[src/rtl/seg7_pkg.sv]
// rtl/seg7_pkg.sv - glyph patterns and BCD digit types for the 7-segment scanner
package seg7_pkg;

  // One BCD digit and the four-digit word (index 3 = thousands, 0 = ones)
  typedef logic [3:0] bcd_digit_t;
  typedef bcd_digit_t [3:0] bcd_quad_t;

  // Glyphs in active-high form, bit order {g,f,e,d,c,b,a}
  localparam logic [6:0] SEG7_0     = 7'h3F;
  localparam logic [6:0] SEG7_1     = 7'h06;
  localparam logic [6:0] SEG7_2     = 7'h5B;
  localparam logic [6:0] SEG7_3     = 7'h4F;
  localparam logic [6:0] SEG7_4     = 7'h66;
  localparam logic [6:0] SEG7_5     = 7'h6D;
  localparam logic [6:0] SEG7_6     = 7'h7D;
  localparam logic [6:0] SEG7_7     = 7'h07;
  localparam logic [6:0] SEG7_8     = 7'h7F;
  localparam logic [6:0] SEG7_9     = 7'h6F;
  localparam logic [6:0] SEG7_DASH  = 7'h40;
  localparam logic [6:0] SEG7_BLANK = 7'h00;

  // Number of scanned digits
  localparam int NUM_DIGITS = 4;

endpackage

[src/rtl/bcd_seg7_scanner_if.sv]
// rtl/bcd_seg7_scanner_if.sv - digit/load inputs and display pin outputs of the scanner
interface bcd_seg7_scanner_if;
  import seg7_pkg::*;

  bcd_digit_t  thousands;
  bcd_digit_t  hundreds;
  bcd_digit_t  tens;
  bcd_digit_t  ones;
  logic        load;
  logic [6:0]  seg;
  logic        dp;
  logic [3:0]  an;
  logic        frame_done;

  // Upstream converter / test driver side
  modport master (
    output thousands, hundreds, tens, ones, load,
    input  seg, dp, an, frame_done
  );

  // Scanner side
  modport slave (
    input  thousands, hundreds, tens, ones, load,
    output seg, dp, an, frame_done
  );

endinterface

[src/rtl/bcd_to_seg7.sv]
// rtl/bcd_to_seg7.sv - combinational BCD to active-high 7-segment glyph decoder
module bcd_to_seg7
  import seg7_pkg::*;
(
  input  bcd_digit_t  bcd,
  output logic [6:0]  seg
);

  // Codes 10-15 never come from the converter; a dash makes them visible if they do
  always_comb begin
    seg = SEG7_DASH;
    case (bcd)
      4'd0:    seg = SEG7_0;
      4'd1:    seg = SEG7_1;
      4'd2:    seg = SEG7_2;
      4'd3:    seg = SEG7_3;
      4'd4:    seg = SEG7_4;
      4'd5:    seg = SEG7_5;
      4'd6:    seg = SEG7_6;
      4'd7:    seg = SEG7_7;
      4'd8:    seg = SEG7_8;
      4'd9:    seg = SEG7_9;
      default: seg = SEG7_DASH;
    endcase
  end

endmodule

[src/rtl/bcd_seg7_scanner.sv]
// rtl/bcd_seg7_scanner.sv - 4-digit multiplexed 7-segment scanner; option LEADING_ZERO_BLANK_EN
module bcd_seg7_scanner
  import seg7_pkg::*;
#(
  parameter int REFRESH_DIV    = 50000,
  parameter int SEG_ACTIVE_LOW = 1,
  parameter int AN_ACTIVE_LOW  = 1
) (
  input  logic                clk,
  input  logic                rst,
  bcd_seg7_scanner_if.slave   bus
);

  localparam int             CW         = (REFRESH_DIV > 1) ? $clog2(REFRESH_DIV) : 1;
  localparam logic [CW-1:0]  DIV_LAST   = CW'(REFRESH_DIV - 1);
  localparam logic           SEG_INV    = (SEG_ACTIVE_LOW != 0);
  localparam logic           AN_INV     = (AN_ACTIVE_LOW != 0);
  localparam logic [6:0]     SEG_UNLIT  = {7{SEG_INV}};
  localparam logic [3:0]     AN_OFF     = {4{AN_INV}};

  logic [CW-1:0] div_cnt;
  logic [1:0]    idx;
  logic          tc;
  logic          wrap;

  bcd_quad_t     din;
  bcd_quad_t     pend;
  bcd_quad_t     disp;
  logic          pend_vld;

  bcd_digit_t    cur_digit;
  logic [6:0]    glyph;
  logic [6:0]    lit;
  logic          blank;
  logic [3:0]    an_onehot;

  logic [6:0]    seg_q;
  logic [3:0]    an_q;
  logic          dp_q;
  logic          frame_done_q;

  assign din  = {bus.thousands, bus.hundreds, bus.tens, bus.ones};
  assign tc   = (div_cnt == DIV_LAST);
  assign wrap = tc && (idx == 2'd3);

  // Refresh divider and digit scan index; idx only moves on the divider terminal count
  always_ff @(posedge clk) begin
    if (rst) begin
      div_cnt <= '0;
      idx     <= 2'd0;
    end else begin
      if (tc) begin
        div_cnt <= '0;
        idx     <= idx + 2'd1;
      end else begin
        div_cnt <= div_cnt + 1'b1;
      end
    end
  end

  // Pending/display pair: loads land in pend, disp only changes at a frame wrap so digits never tear
  always_ff @(posedge clk) begin
    if (rst) begin
      pend     <= '0;
      disp     <= '0;
      pend_vld <= 1'b0;
    end else begin
      if (bus.load) begin
        pend <= din;
      end
      if (wrap && bus.load) begin
        disp     <= din;
        pend_vld <= 1'b0;
      end else if (wrap && pend_vld) begin
        disp     <= pend;
        pend_vld <= 1'b0;
      end else if (bus.load) begin
        pend_vld <= 1'b1;
      end
    end
  end

  assign cur_digit = disp[idx];

  bcd_to_seg7 u_dec (
    .bcd (cur_digit),
    .seg (glyph)
  );

`ifdef LEADING_ZERO_BLANK_EN
  logic [3:0] lead_zero;

  // A digit is a leading zero when it and every higher digit of disp are zero; ones never blanks
  always_comb begin
    lead_zero    = 4'b0000;
    lead_zero[3] = (disp[3] == 4'd0);
    lead_zero[2] = lead_zero[3] && (disp[2] == 4'd0);
    lead_zero[1] = lead_zero[2] && (disp[1] == 4'd0);
    lead_zero[0] = 1'b0;
    blank        = lead_zero[idx];
  end
`else
  assign blank = 1'b0;
`endif

  assign lit       = blank ? SEG7_BLANK : glyph;
  assign an_onehot = 4'b0001 << idx;

  // Pin registers; the only place panel polarity is applied
  always_ff @(posedge clk) begin
    if (rst) begin
      seg_q        <= SEG_UNLIT;
      an_q         <= AN_OFF;
      dp_q         <= SEG_INV;
      frame_done_q <= 1'b0;
    end else begin
      seg_q        <= lit ^ {7{SEG_INV}};
      an_q         <= an_onehot ^ {4{AN_INV}};
      dp_q         <= SEG_INV;
      frame_done_q <= wrap;
    end
  end

  assign bus.seg        = seg_q;
  assign bus.an         = an_q;
  assign bus.dp         = dp_q;
  assign bus.frame_done = frame_done_q;

endmodule

[src/flat_wrapper.sv]
// flat-port wrapper written by rule: the top's interface ports become plain ports
module bcd_seg7_scanner_flat import seg7_pkg::*;
#(
  parameter int REFRESH_DIV    = 50000,
  parameter int SEG_ACTIVE_LOW = 1,
  parameter int AN_ACTIVE_LOW  = 1
)
  (clk, rst, bus_thousands, bus_hundreds, bus_tens, bus_ones, bus_load, bus_seg, bus_dp, bus_an, bus_frame_done);
  bcd_seg7_scanner_if bus_i ();
  input  logic clk;
  input  logic rst;
  input wire logic [$bits(bus_i.thousands)-1:0] bus_thousands;
  input wire logic [$bits(bus_i.hundreds)-1:0] bus_hundreds;
  input wire logic [$bits(bus_i.tens)-1:0] bus_tens;
  input wire logic [$bits(bus_i.ones)-1:0] bus_ones;
  input wire logic [$bits(bus_i.load)-1:0] bus_load;
  output wire logic [$bits(bus_i.seg)-1:0] bus_seg;
  output wire logic [$bits(bus_i.dp)-1:0] bus_dp;
  output wire logic [$bits(bus_i.an)-1:0] bus_an;
  output wire logic [$bits(bus_i.frame_done)-1:0] bus_frame_done;
  assign bus_i.thousands = bus_thousands;
  assign bus_i.hundreds = bus_hundreds;
  assign bus_i.tens = bus_tens;
  assign bus_i.ones = bus_ones;
  assign bus_i.load = bus_load;
  assign bus_seg = bus_i.seg;
  assign bus_dp = bus_i.dp;
  assign bus_an = bus_i.an;
  assign bus_frame_done = bus_i.frame_done;
  bcd_seg7_scanner #(.REFRESH_DIV(REFRESH_DIV), .SEG_ACTIVE_LOW(SEG_ACTIVE_LOW), .AN_ACTIVE_LOW(AN_ACTIVE_LOW)) u_core (.clk(clk), .rst(rst), .bus(bus_i));
endmodule
[config.mk]
export PLATFORM = sky130hd
export DESIGN_NAME = bcd_seg7_scanner_flat
export DESIGN_NICKNAME = d
export VERILOG_FILES = /design/src/rtl/seg7_pkg.sv /design/src/rtl/bcd_seg7_scanner_if.sv /design/src/rtl/bcd_to_seg7.sv /design/src/rtl/bcd_seg7_scanner.sv /design/src/flat_wrapper.sv
export SDC_FILE = /design/constraint.sdc
export NUM_CORES = 1
export LEC_CHECK = 0
export BUFFER_PORTS_ARGS = -buffer_cell sky130_fd_sc_hd__buf_2
export CAP_MARGIN = 25
export CORE_UTILIZATION = 50
export DETAILED_ROUTE_END_ITERATION = 8
export PLACE_DENSITY = 0.75
export SLEW_MARGIN = 0
export SYNTH_ARGS = -nofsm -noshare
export SYNTH_HDL_FRONTEND = slang
export SYNTH_HIERARCHICAL = 1
export SYNTH_SLANG_ARGS = --single-unit
[constraint.sdc]
create_clock -name clk -period 2.1 [get_ports clk]
set_clock_uncertainty 0.05 [all_clocks]
set_input_delay 0.105 -clock clk [delete_from_list [all_inputs] [get_ports clk]]
set_output_delay 0.105 -clock clk [all_outputs]
set_load 0.01 [all_outputs]
==> results of run 1 <==
path summary, 6_finish.rpt:
path / startpoint / to / slack, ns / depth (start not counted)
max reg2reg: u_core/div_cnt[0]$_SDFF_PP0_ / u_core/disp[2]$_SDFFE_PP0P_ / 0.20 / 6
max: u_core/div_cnt[0]$_SDFF_PP0_ / u_core/disp[2]$_SDFFE_PP0P_ / 0.20 / 6
min reg2reg: u_core/div_cnt[0]$_SDFF_PP0_ / u_core/div_cnt[0]$_SDFF_PP0_ / 0.42 / 1
min: bus_hundreds[2] / u_core/pend[10]$_SDFFE_PP0P_ / 0.02 / 3
power groups by stage:
stage / registers [mW] / logic [mW] / clock network, mW
6_report: 1.24 / 0.114 / 1.20
5_1_grt: 1.24 / 0.127 / 1.28
4_1_cts: 1.24 / 0.116 / 1.22
3_5_place_dp: 1.26 / 0.110 / 0
3_3_place_gp: 1.26 / 0.107 / 0
2_1_floorplan: 1.27 / 0.0650 / 0
sequential cells by signal, indices dropped and copies added (netlist names):
signal and cells:
u_core/bus.an 4, u_core/bus.frame_done 1, u_core/bus.seg 7, u_core/disp 16, u_core/div_cnt 16, u_core/idx 2
u_core/pend 16, u_core/pend_vld 1
routing by layer:
layer	GRT usage, %	vias to the layer above
li1	-	991
met1	24.53	864
met2	27.48	38
met3	5.868	5
met4	8.077	0
met5	0	-
cell type report:
type | count | area share [%]
multi-input combinational | 183 | 42.44
sequential | 63 | 39.11
timing repair buffer | 41 | 7.442
clock buffer | 12 | 5.116
tap | 70 | 2.713
clock inverter | 3 | 2.016
inverter | 10 | 1.163
cell families after synthesis:
kind of cell             count (synthesis)
other                                    1
AO/OA/AOI/OAI                           15
adder cells (fa/ha/maj)                 11
multiplexers                            34
AND/OR/NAND/NOR                        107
buffers and inverters                   25
XOR/XNOR                                15
flip-flops                              63
synth_stat cells, types with 2 or more instances:
library cell   n  area share [%]
clkbuf_1       7            0.95
and3_1         2            0.45
mux2i_1       15             5.4
buf_1          2            0.27
nand3_1        6             1.1
mux2_2         6             2.4
o21ai_0        2            0.36
nand2b_1       3            0.68
a32o_1         2            0.72
nand4_1        5             1.1
dfxtp_1       63              46
a21o_1         2            0.54
xnor2_1       13             4.1
nand2_1       18             2.4
a21oi_1        4            0.72
ha_1          11             5.0
nand3b_1       2            0.54
buf_6          3             1.2
xor2_1         2            0.63
nor3_1         5            0.90
o22ai_1        3            0.68
mux2_4         9             4.9
nor2_1        38             5.2
mux4_2         4             3.3
inv_1         10             1.4
nor4_1         4            0.90
nor2b_1       15             3.4
metrics by stage:
step	util (%)	total power, mW	std cells	hold WS (ns)
after detailed placement	57.00	1.375	364	0.3490
after global routing	62.02	2.643	382	0.01801
after CTS	62.00	2.570	382	0.006537
after floorplan	-	1.332	271	0.2258
final	62.02	2.549	382	0.01803
after global placement	57.00	1.371	364	0.3480
critical path, stage by stage, from the launching register on:
cell and delay (ns):
dfxtp_1 0.38, ha_1 0.21, and3_1 0.24, nand2_1 0.08, or3_1 0.30, buf_4 0.22, mux2_4 0.31
what timing repair did:
item / CTS / global route
hold buffers: 3 / 0
setup buffers: 0 / 0
hold endpoints to repair: 3 / 0
gates resized for setup: 0 / 1
setup endpoints to repair: 0 / 2
==> qor.yml, run 1 <==
pwr:
  leakage_nw: 1.373
  swShare_pct: 20.18
  peakVddDrop_v: 0.0005422
  power.switching_mw: 0.5143
  seqPwrFrac_pct: 48.6
  intPower_mw: 2.035
  pwr-share-comb_pct: 4.5
  powerDensity_nw_per_um2: 789.6
  p_clk_share_pct: 46.9
critical_path:
  worst-setup-path-type: "reg2reg"
  crit_required_ns: 2.27
  cp.arrival_ns: 2.08
  startpoint_type: "flop"
  critPathMaxFanout: 16
  critPathCaptureType: "flop"
drt:
  dr.max_layer_used: "met4"
  avgRoutedWirePerCell_um: 12.76
  wl_met2_um: 2132
  num_vias: 1898
  via_per_inst: 4.969
  drt_iter0_drc: 87
  drc: 0
  wl_met3_um: 222
  firstDrtPassIters: 4
  drtAntennaViolNets: 0
  routed_wl_um: 4876
  drt-met1-wl_um: 2455
sta:
  final.period_utilization_pct: 90.63
  maxSlewHeadroom_pct: 66.43
  min_period_ns: 1.903
  finalHoldViolations: 0
  worst_slew_pin_slew_ns: 0.5030
  setup-tns-final_ns: 0
  final_max_slew_viol_count: 0
  rsz0062_at_grt: "false"
  max_freq_mhz: 525.4
  setup_viol: 0
  fin_ws_ns: 0.1967
clock_network:
  cts_tree: "yes"
  htree_num_levels: 3
  clk_pin_slew_ns: 0.07
  clockRootBuffer: "clkbuf_8"
  cts_buffers: 9
  clk_latency_ns: 0.34
  cts.sinks: 63
  clockBufferDepth: 2
floorplanning:
  die_width_um: 76.42
  io_pins: 32
  start_util_pct: 53.20
  die_area_um2: 5839
  die_h_um: 76.42
  rows: 26
  coreArea_um2: 5205
placement:
  io_buffers: 30
  gp_congestion: 0.8069
  place_area_um2: 2967
  dp_hpwl_um: 3365
  place_ws_ns: 0.1080
global_routing:
  antenna_found_initial: 0
  grt_pass1_wl_um: 8342
  grt_overflow: 0
  grtUsageTotal_pct: 18.49
  grt_max_degree: 38
  grt_pass1_vias: 1813
synth:
  synth-simple-area-share_pct: 20.02
  synth_top_family_by_area: "simple AND/OR/NAND/NOR gates"
  avgSynthCellArea_um2: 10.22
  synth_ff_type: "dfxtp_1"
  synthAdderAreaFrac_pct: 4.971
  synth-seq-cells: 63
  synth_edf_count: 0
  synth_compound_area_share_pct: 3.615
  synth-xor-area-share_pct: 4.745
  yosysWarningCount: 6
  syn_nets: 301
  synthesis.area_um2: 2769
  ys_seq_area_share_pct: 45.55
  synthCells: 271
  yosysUniqueCellTypes: 42
  synthArstFlopShare_pct: 0
  synth_mux_area_share_pct: 16.00
finish:
  final_nets: 338
  final_cell_mix: "62 x dfxtp_1, 38 x nor2_1, 30 x buf_2"
  multiInputGateArea_um2: 1370
  area_delta_synth_final_pct: 16.58
  drive_above_1_share_pct: 24.04
  register_area_um2: 1262
  fin_area_um2: 3228
  antennaDiodeCount: 0
  num-fill-cells: 436
  layout_commonest_cell: "dfxtp_1"
flow_run:
  max_cap_violations: 0
run_status:
  status: "complete, no violations"
min_path:
  hold_path_class: "in2reg"
No activity file was read; power rests on OpenSTA's default activity.
==> run 2, diff against run 1 <==
--- a/config.mk
+++ b/config.mk
@@ -7,9 +7,9 @@
 export LEC_CHECK = 0
 export BUFFER_PORTS_ARGS = -buffer_cell sky130_fd_sc_hd__buf_2
 export CAP_MARGIN = 25
-export CORE_UTILIZATION = 50
+export CORE_UTILIZATION = 39
 export DETAILED_ROUTE_END_ITERATION = 8
-export PLACE_DENSITY = 0.75
+export PLACE_DENSITY = 0.61
 export SLEW_MARGIN = 0
 export SYNTH_ARGS = -nofsm -noshare
 export SYNTH_HDL_FRONTEND = slang
==> qor.yml, run 2 (synthesized netlist as in run 1, its figures left out) <==
sta:
  setup_viol: 0  # unchanged
  max_freq_mhz: 509.2  # was 525.4 MHz
  rsz0062_at_grt: "false"  # unchanged
  hold_ws_ns: 0.01027  # was 0.01803 ns
  final_max_slew_viol_count: 0  # unchanged
  setup-tns-final_ns: 0  # unchanged
  finalHoldViolations: 0  # unchanged
  final.period_utilization_pct: 93.52  # was 90.63%
  fin_ws_ns: 0.1361  # was 0.1967 ns
  min_period_ns: 1.964  # was 1.903 ns
placement:
  place_ws_ns: 0.1542  # was 0.1080 ns
  io_buffers: 30  # unchanged
  place_area_um2: 3042  # was 2967 um^2
  dp_hpwl_um: 3564  # was 3365 um
  place_inst: 394  # was 364
  gp_congestion: 0.8268  # was 0.8069
global_routing:
  grt_overflow: 0  # unchanged
  grtUsageTotal_pct: 15.71  # was 18.49%
  antenna_found_initial: 0  # unchanged
  grt_max_degree: 38  # unchanged
  grt_pass1_vias: 1817  # was 1813
  grt_pass1_wl_um: 8673  # was 8342 um
clock_network:
  cts_tree: "yes"  # unchanged
  cts.sinks: 63  # unchanged
  clk_latency_ns: 0.34  # about the same
  cts_buffers: 9  # unchanged
  cts_setup_buffers: 0  # unchanged
  clockBufferDepth: 2  # unchanged
  htree_num_levels: 3  # unchanged
  clockRootBuffer: "clkbuf_8"  # unchanged
  clk_pin_slew_ns: 0.07  # about the same
  cts_resized: 0  # unchanged
run_status:
  status: "complete, no violations"  # unchanged
floorplanning:
  die_h_um: 86.26  # was 76.42 um
  io_pins: 32  # unchanged
  die_area_um2: 7441  # was 5839 um^2
  rows: 30  # was 26
  coreArea_um2: 6832  # was 5205 um^2
  die_width_um: 86.26  # was 76.42 um
  start_util_pct: 40.53  # was 53.20%
finish:
  antennaDiodeCount: 0  # unchanged
  top_regs: "u_core/disp: 16 flops, u_core/div_cnt: 16 flops, u_core/pend: 16 flops"  # unchanged
  final_cell_mix: "63 x dfxtp_1, 38 x nor2_1, 30 x buf_2"  # was 62 x dfxtp_1, 38 x nor2_1, 30 x buf_2
  fin_area_um2: 3292  # was 3228 um^2
  drive_above_1_share_pct: 24.06  # was 24.04%
  final_nets: 345  # was 338
  utilization_pct: 48.19  # was 62.02%
  area_delta_synth_final_pct: 18.89  # was 16.58%
  layout_commonest_cell: "dfxtp_1"  # unchanged
  final_cells: 416  # was 382
critical_path:
  cp.arrival_ns: 2.14  # was 2.08 ns
  r2r-end: "u_core/bus.seg[3]$_SDFF_PP1_"  # was u_core/disp[2]$_SDFFE_PP0P_
  critPathCaptureType: "flop"  # unchanged
  critPathMaxFanout: 7  # was 16
  startpoint_type: "flop"  # unchanged
  rr_worst_depth: 5  # was 6
  r2r-start: "u_core/idx[0]$_SDFFE_PP0P_"  # was u_core/div_cnt[0]$_SDFF_PP0_
  crit_required_ns: 2.27  # about the same
  regToRegSetupSlack_ns: 0.14  # was 0.20 ns
  worst-setup-path-type: "reg2reg"  # unchanged
drt:
  drc: 0  # unchanged
  via_per_inst: 4.625  # was 4.969
  num_vias: 1924  # was 1898
  routed_wl_um: 5216  # was 4876 um
  firstDrtPassIters: 4  # unchanged
  avgRoutedWirePerCell_um: 12.54  # was 12.76 um
  drtAntennaViolNets: 0  # unchanged
  drt_iter0_drc: 74  # was 87
pwr:
  swShare_pct: 22.06  # was 20.18%
  intPower_mw: 1.856  # was 2.035 mW
  p_clk_share_pct: 43.1  # was 46.9%
  pwr-share-comb_pct: 4.9  # was 4.5%
  power.switching_mw: 0.5252  # was 0.5143 mW
  peakVddDrop_v: 0.0002673  # was 0.0005422 V
  finalPower_mw: 2.381  # was 2.549 mW
  leakage_nw: 1.395  # was 1.373 nW
  seqPwrFrac_pct: 52.0  # was 48.6%
  powerDensity_nw_per_um2: 723.3  # was 789.6 nW/um^2
min_path:
  hold_start: "bus_thousands[2]"  # was bus_hundreds[2]
  hold_depth: 3  # unchanged
  hold_path_class: "in2reg"  # unchanged
  min_to: "u_core/pend[14]$_SDFFE_PP0P_"  # was u_core/pend[10]$_SDFFE_PP0P_
flow_run:
  max_cap_violations: 0  # unchanged
[run 2: cell count changes in the layout (fill, tap and decap cells not counted), moves of 2 or more]
| cell | change |
|---|---|
| dlygate4sd3_1 | +3 |
| clkinv_2 | +2 |
| buf_4 | +3 |
| clkbuf_8 | -2 |
| clkbuf_1 | +2 |
[run 2: layout make-up]
type                            instances  area, um^2
Tap cell                               96       120.1
Clock buffer                           12       145.1
Multi-Input combinational cell        183        1370
Inverter                               10       37.54
Clock inverter                          4       45.04
Sequential cell                        63        1261
Timing Repair Buffer                   48       312.8
Fill cell                             646        3540
[run 2: power groups by stage]
stage          clock network [mW]  logic, mW  registers [mW]
6_report                     1.03      0.117            1.24
5_1_grt                      1.11      0.132            1.24
4_1_cts                      1.05      0.120            1.24
3_5_place_dp                    0      0.111            1.26
3_3_place_gp                    0      0.109            1.26
2_1_floorplan                   0     0.0650            1.27
[run 2: critical path, cell delays in order (launching register included)]
cell and delay, ns:
dfxtp_1 0.52, mux4_2 0.59, ha_1 0.23, mux2_4 0.28, o22ai_1 0.12, nand2_1 0.06
[run 2: worst max-delay path by stage]
stage,startpoint,endpoint
2_1_floorplan,u_core/idx[0]$_SDFFE_PP0P_,u_core/bus.seg[3]$_SDFF_PP1_
3_3_place_gp,u_core/idx[0]$_SDFFE_PP0P_,u_core/bus.seg[3]$_SDFF_PP1_
3_5_place_dp,u_core/idx[0]$_SDFFE_PP0P_,u_core/bus.seg[1]$_SDFF_PP1_
4_1_cts,u_core/idx[0]$_SDFFE_PP0P_,u_core/bus.seg[0]$_SDFF_PP1_
6_report,u_core/idx[0]$_SDFFE_PP0P_,u_core/bus.seg[3]$_SDFF_PP1_
5_1_grt,u_core/idx[0]$_SDFFE_PP0P_,u_core/bus.seg[5]$_SDFF_PP1_
[run 2: repair_timing]
action,4_1_cts,5_1_grt
endpoints found under the setup margin,0,0
hold buffers,6,0
endpoints found under the hold margin,6,0
[run 2: layer usage]
layer	GRT usage (%)	vias up	wire length (um)
met5	0	-	0
met4	9.242	0	127
met3	4.667	11	197
met2	24.53	28	2353
met1	19.23	882	2538
li1	-	1003	-
==> run 3, diff against run 2 <==
--- a/config.mk
+++ b/config.mk
@@ -9,6 +9,7 @@
 export CAP_MARGIN = 25
 export CORE_UTILIZATION = 39
 export DETAILED_ROUTE_END_ITERATION = 8
+export HOLD_SLACK_MARGIN = 0.03
 export PLACE_DENSITY = 0.61
 export SLEW_MARGIN = 0
 export SYNTH_ARGS = -nofsm -noshare
==> qor.yml, run 3 (synthesized netlist as in run 1, its figures left out) <==
clock_network:
  cts_buffers: 9  # unchanged
  clockRootBuffer: "clkbuf_8"  # unchanged
  cts.sinks: 63  # unchanged
  htree_num_levels: 3  # unchanged
  cts_tree: "yes"  # unchanged
  cts_setup_buffers: 0  # unchanged
  cts_resized: 0  # unchanged
  hold_buffers: 12  # was 6
  clk_pin_slew_ns: 0.07  # about the same
  clk_latency_ns: 0.34  # about the same
  clockBufferDepth: 2  # unchanged
min_path:
  hold_start: "bus_thousands[0]"  # was bus_thousands[2]
  min_to: "u_core/pend[12]$_SDFFE_PP0P_"  # was u_core/pend[14]$_SDFFE_PP0P_
  hold_depth: 3  # unchanged
  hold_path_class: "in2reg"  # unchanged
floorplanning:
  die_width_um: 86.26  # unchanged
  rows: 30  # unchanged
  io_pins: 32  # unchanged
  start_util_pct: 40.53  # unchanged
  die_h_um: 86.26  # unchanged
  die_area_um2: 7441  # unchanged
  coreArea_um2: 6832  # unchanged
global_routing:
  grt_max_degree: 38  # unchanged
  antenna_found_initial: 0  # unchanged
  grt_pass1_wl_um: 8735  # was 8673 um
  grt_pass1_vias: 1830  # was 1817
  grt_overflow: 0  # unchanged
  grtUsageTotal_pct: 15.86  # was 15.71%
sta:
  setup-tns-final_ns: 0  # unchanged
  rsz0062_at_grt: "false"  # unchanged
  setup_viol: 0  # unchanged
  min_period_ns: 1.963  # was 1.964 ns
  final.period_utilization_pct: 93.49  # was 93.52%
  finalHoldViolations: 0  # unchanged
  max_freq_mhz: 509.3  # was 509.2 MHz
  final_max_slew_viol_count: 0  # unchanged
finish:
  drive_above_1_share_pct: 23.62  # was 24.06%
  final_nets: 351  # was 345
  final_cell_mix: "63 x dfxtp_1, 38 x nor2_1, 30 x buf_2"  # unchanged
  layout_commonest_cell: "dfxtp_1"  # unchanged
  antennaDiodeCount: 0  # unchanged
  area_delta_synth_final_pct: 21.06  # was 18.89%
  top_regs: "u_core/disp: 16 flops, u_core/div_cnt: 16 flops, u_core/pend: 16 flops"  # unchanged
run_status:
  status: "complete, no violations"  # unchanged
pwr:
  finalPower_mw: 2.389  # was 2.381 mW
  peakVddDrop_v: 0.0002673  # about the same
  powerDensity_nw_per_um2: 712.7  # was 723.3 nW/um^2
  leakage_nw: 1.420  # was 1.395 nW
placement:
  dp_hpwl_um: 3564  # unchanged
  io_buffers: 30  # unchanged
  gp_congestion: 0.8268  # unchanged
critical_path:
  regToRegSetupSlack_ns: 0.14  # about the same
  cp.arrival_ns: 2.14  # about the same
  r2r-end: "u_core/bus.seg[3]$_SDFF_PP1_"  # unchanged
  critPathMaxFanout: 7  # unchanged
  r2r-start: "u_core/idx[0]$_SDFFE_PP0P_"  # unchanged
  worst-setup-path-type: "reg2reg"  # unchanged
  critPathCaptureType: "flop"  # unchanged
  crit_required_ns: 2.27  # about the same
  startpoint_type: "flop"  # unchanged
  rr_worst_depth: 5  # unchanged
drt:
  via_per_inst: 4.609  # was 4.625
  drc: 0  # unchanged
  drtAntennaViolNets: 0  # unchanged
  drt_iter0_drc: 77  # was 74
  firstDrtPassIters: 4  # unchanged
  num_vias: 1945  # was 1924
  routed_wl_um: 5267  # was 5216 um
  avgRoutedWirePerCell_um: 12.48  # was 12.54 um
flow_run:
  max_cap_violations: 0  # unchanged
-- run 3: changes by cell type in the layout (fill, tap and decap cells not counted) --
cell,delta
dlygate4sd3_1,+6
-- run 3: worst max path at each step --
stage                               start                            to  slack, ns  cells past startpoint
2_1_floorplan  u_core/idx[0]$_SDFFE_PP0P_  u_core/bus.seg[3]$_SDFF_PP1_       0.12                      6
3_3_place_gp   u_core/idx[0]$_SDFFE_PP0P_  u_core/bus.seg[3]$_SDFF_PP1_       0.18                      5
3_5_place_dp   u_core/idx[0]$_SDFFE_PP0P_  u_core/bus.seg[1]$_SDFF_PP1_       0.15                      5
4_1_cts        u_core/idx[0]$_SDFFE_PP0P_  u_core/bus.seg[0]$_SDFF_PP1_       0.12                      5
5_1_grt        u_core/idx[0]$_SDFFE_PP0P_  u_core/bus.seg[5]$_SDFF_PP1_       0.01                      6
6_report       u_core/idx[0]$_SDFFE_PP0P_  u_core/bus.seg[3]$_SDFF_PP1_       0.14                      5
-- run 3: metrics by stage --
step	cell area, um^2	util [%]	cells	setup slack [ns]	hold slack, ns
5_1_grt	3352	49.07	422	0.01213	0.05580
6_report	3352	49.07	422	0.1367	0.03596
3_3_place_gp	3042	44.52	394	0.1803	0.3445
3_5_place_dp	3042	44.52	394	0.1542	0.3446
4_1_cts	3352	49.07	422	0.1174	0.03628
2_1_floorplan	2769	-	271	0.1166	0.2258
-- run 3: final cells by class --
cell class,instances,area (um^2)
fillers,641,3480
multi-input cells,183,1370
flip-flops and latches,63,1261
repair buffers,54,372.9
clock buffers,12,145.1
well taps,96,120.1
clock inverters,4,45.04
inverters,10,37.54
-- run 3: worst max-delay path: stages, from the launching register on --
cell and delay [ns]:
dfxtp_1 0.52, mux4_2 0.59, ha_1 0.23, mux2_4 0.28, o22ai_1 0.12, nand2_1 0.06
-- run 3: power by group --
| group | total, mW | switching [mW] | internal (mW) | leakage (nW) |
|---|---|---|---|---|
| logic | 0.126 | 0.0644 | 0.0620 | 0.805 |
| registers | 1.24 | 0.0114 | 1.23 | 0.514 |
| clock network | 1.03 | 0.450 | 0.575 | 0.100 |
| total | 2.39 | 0.526 | 1.86 | 1.42 |
-- run 3: layer usage --
metal  share of wire, %  global-route usage [%]
met2                 45                   24.89
met4                2.4                   9.242
met1                 48                   19.35
met3                3.9                   4.667
met5                  0                       0
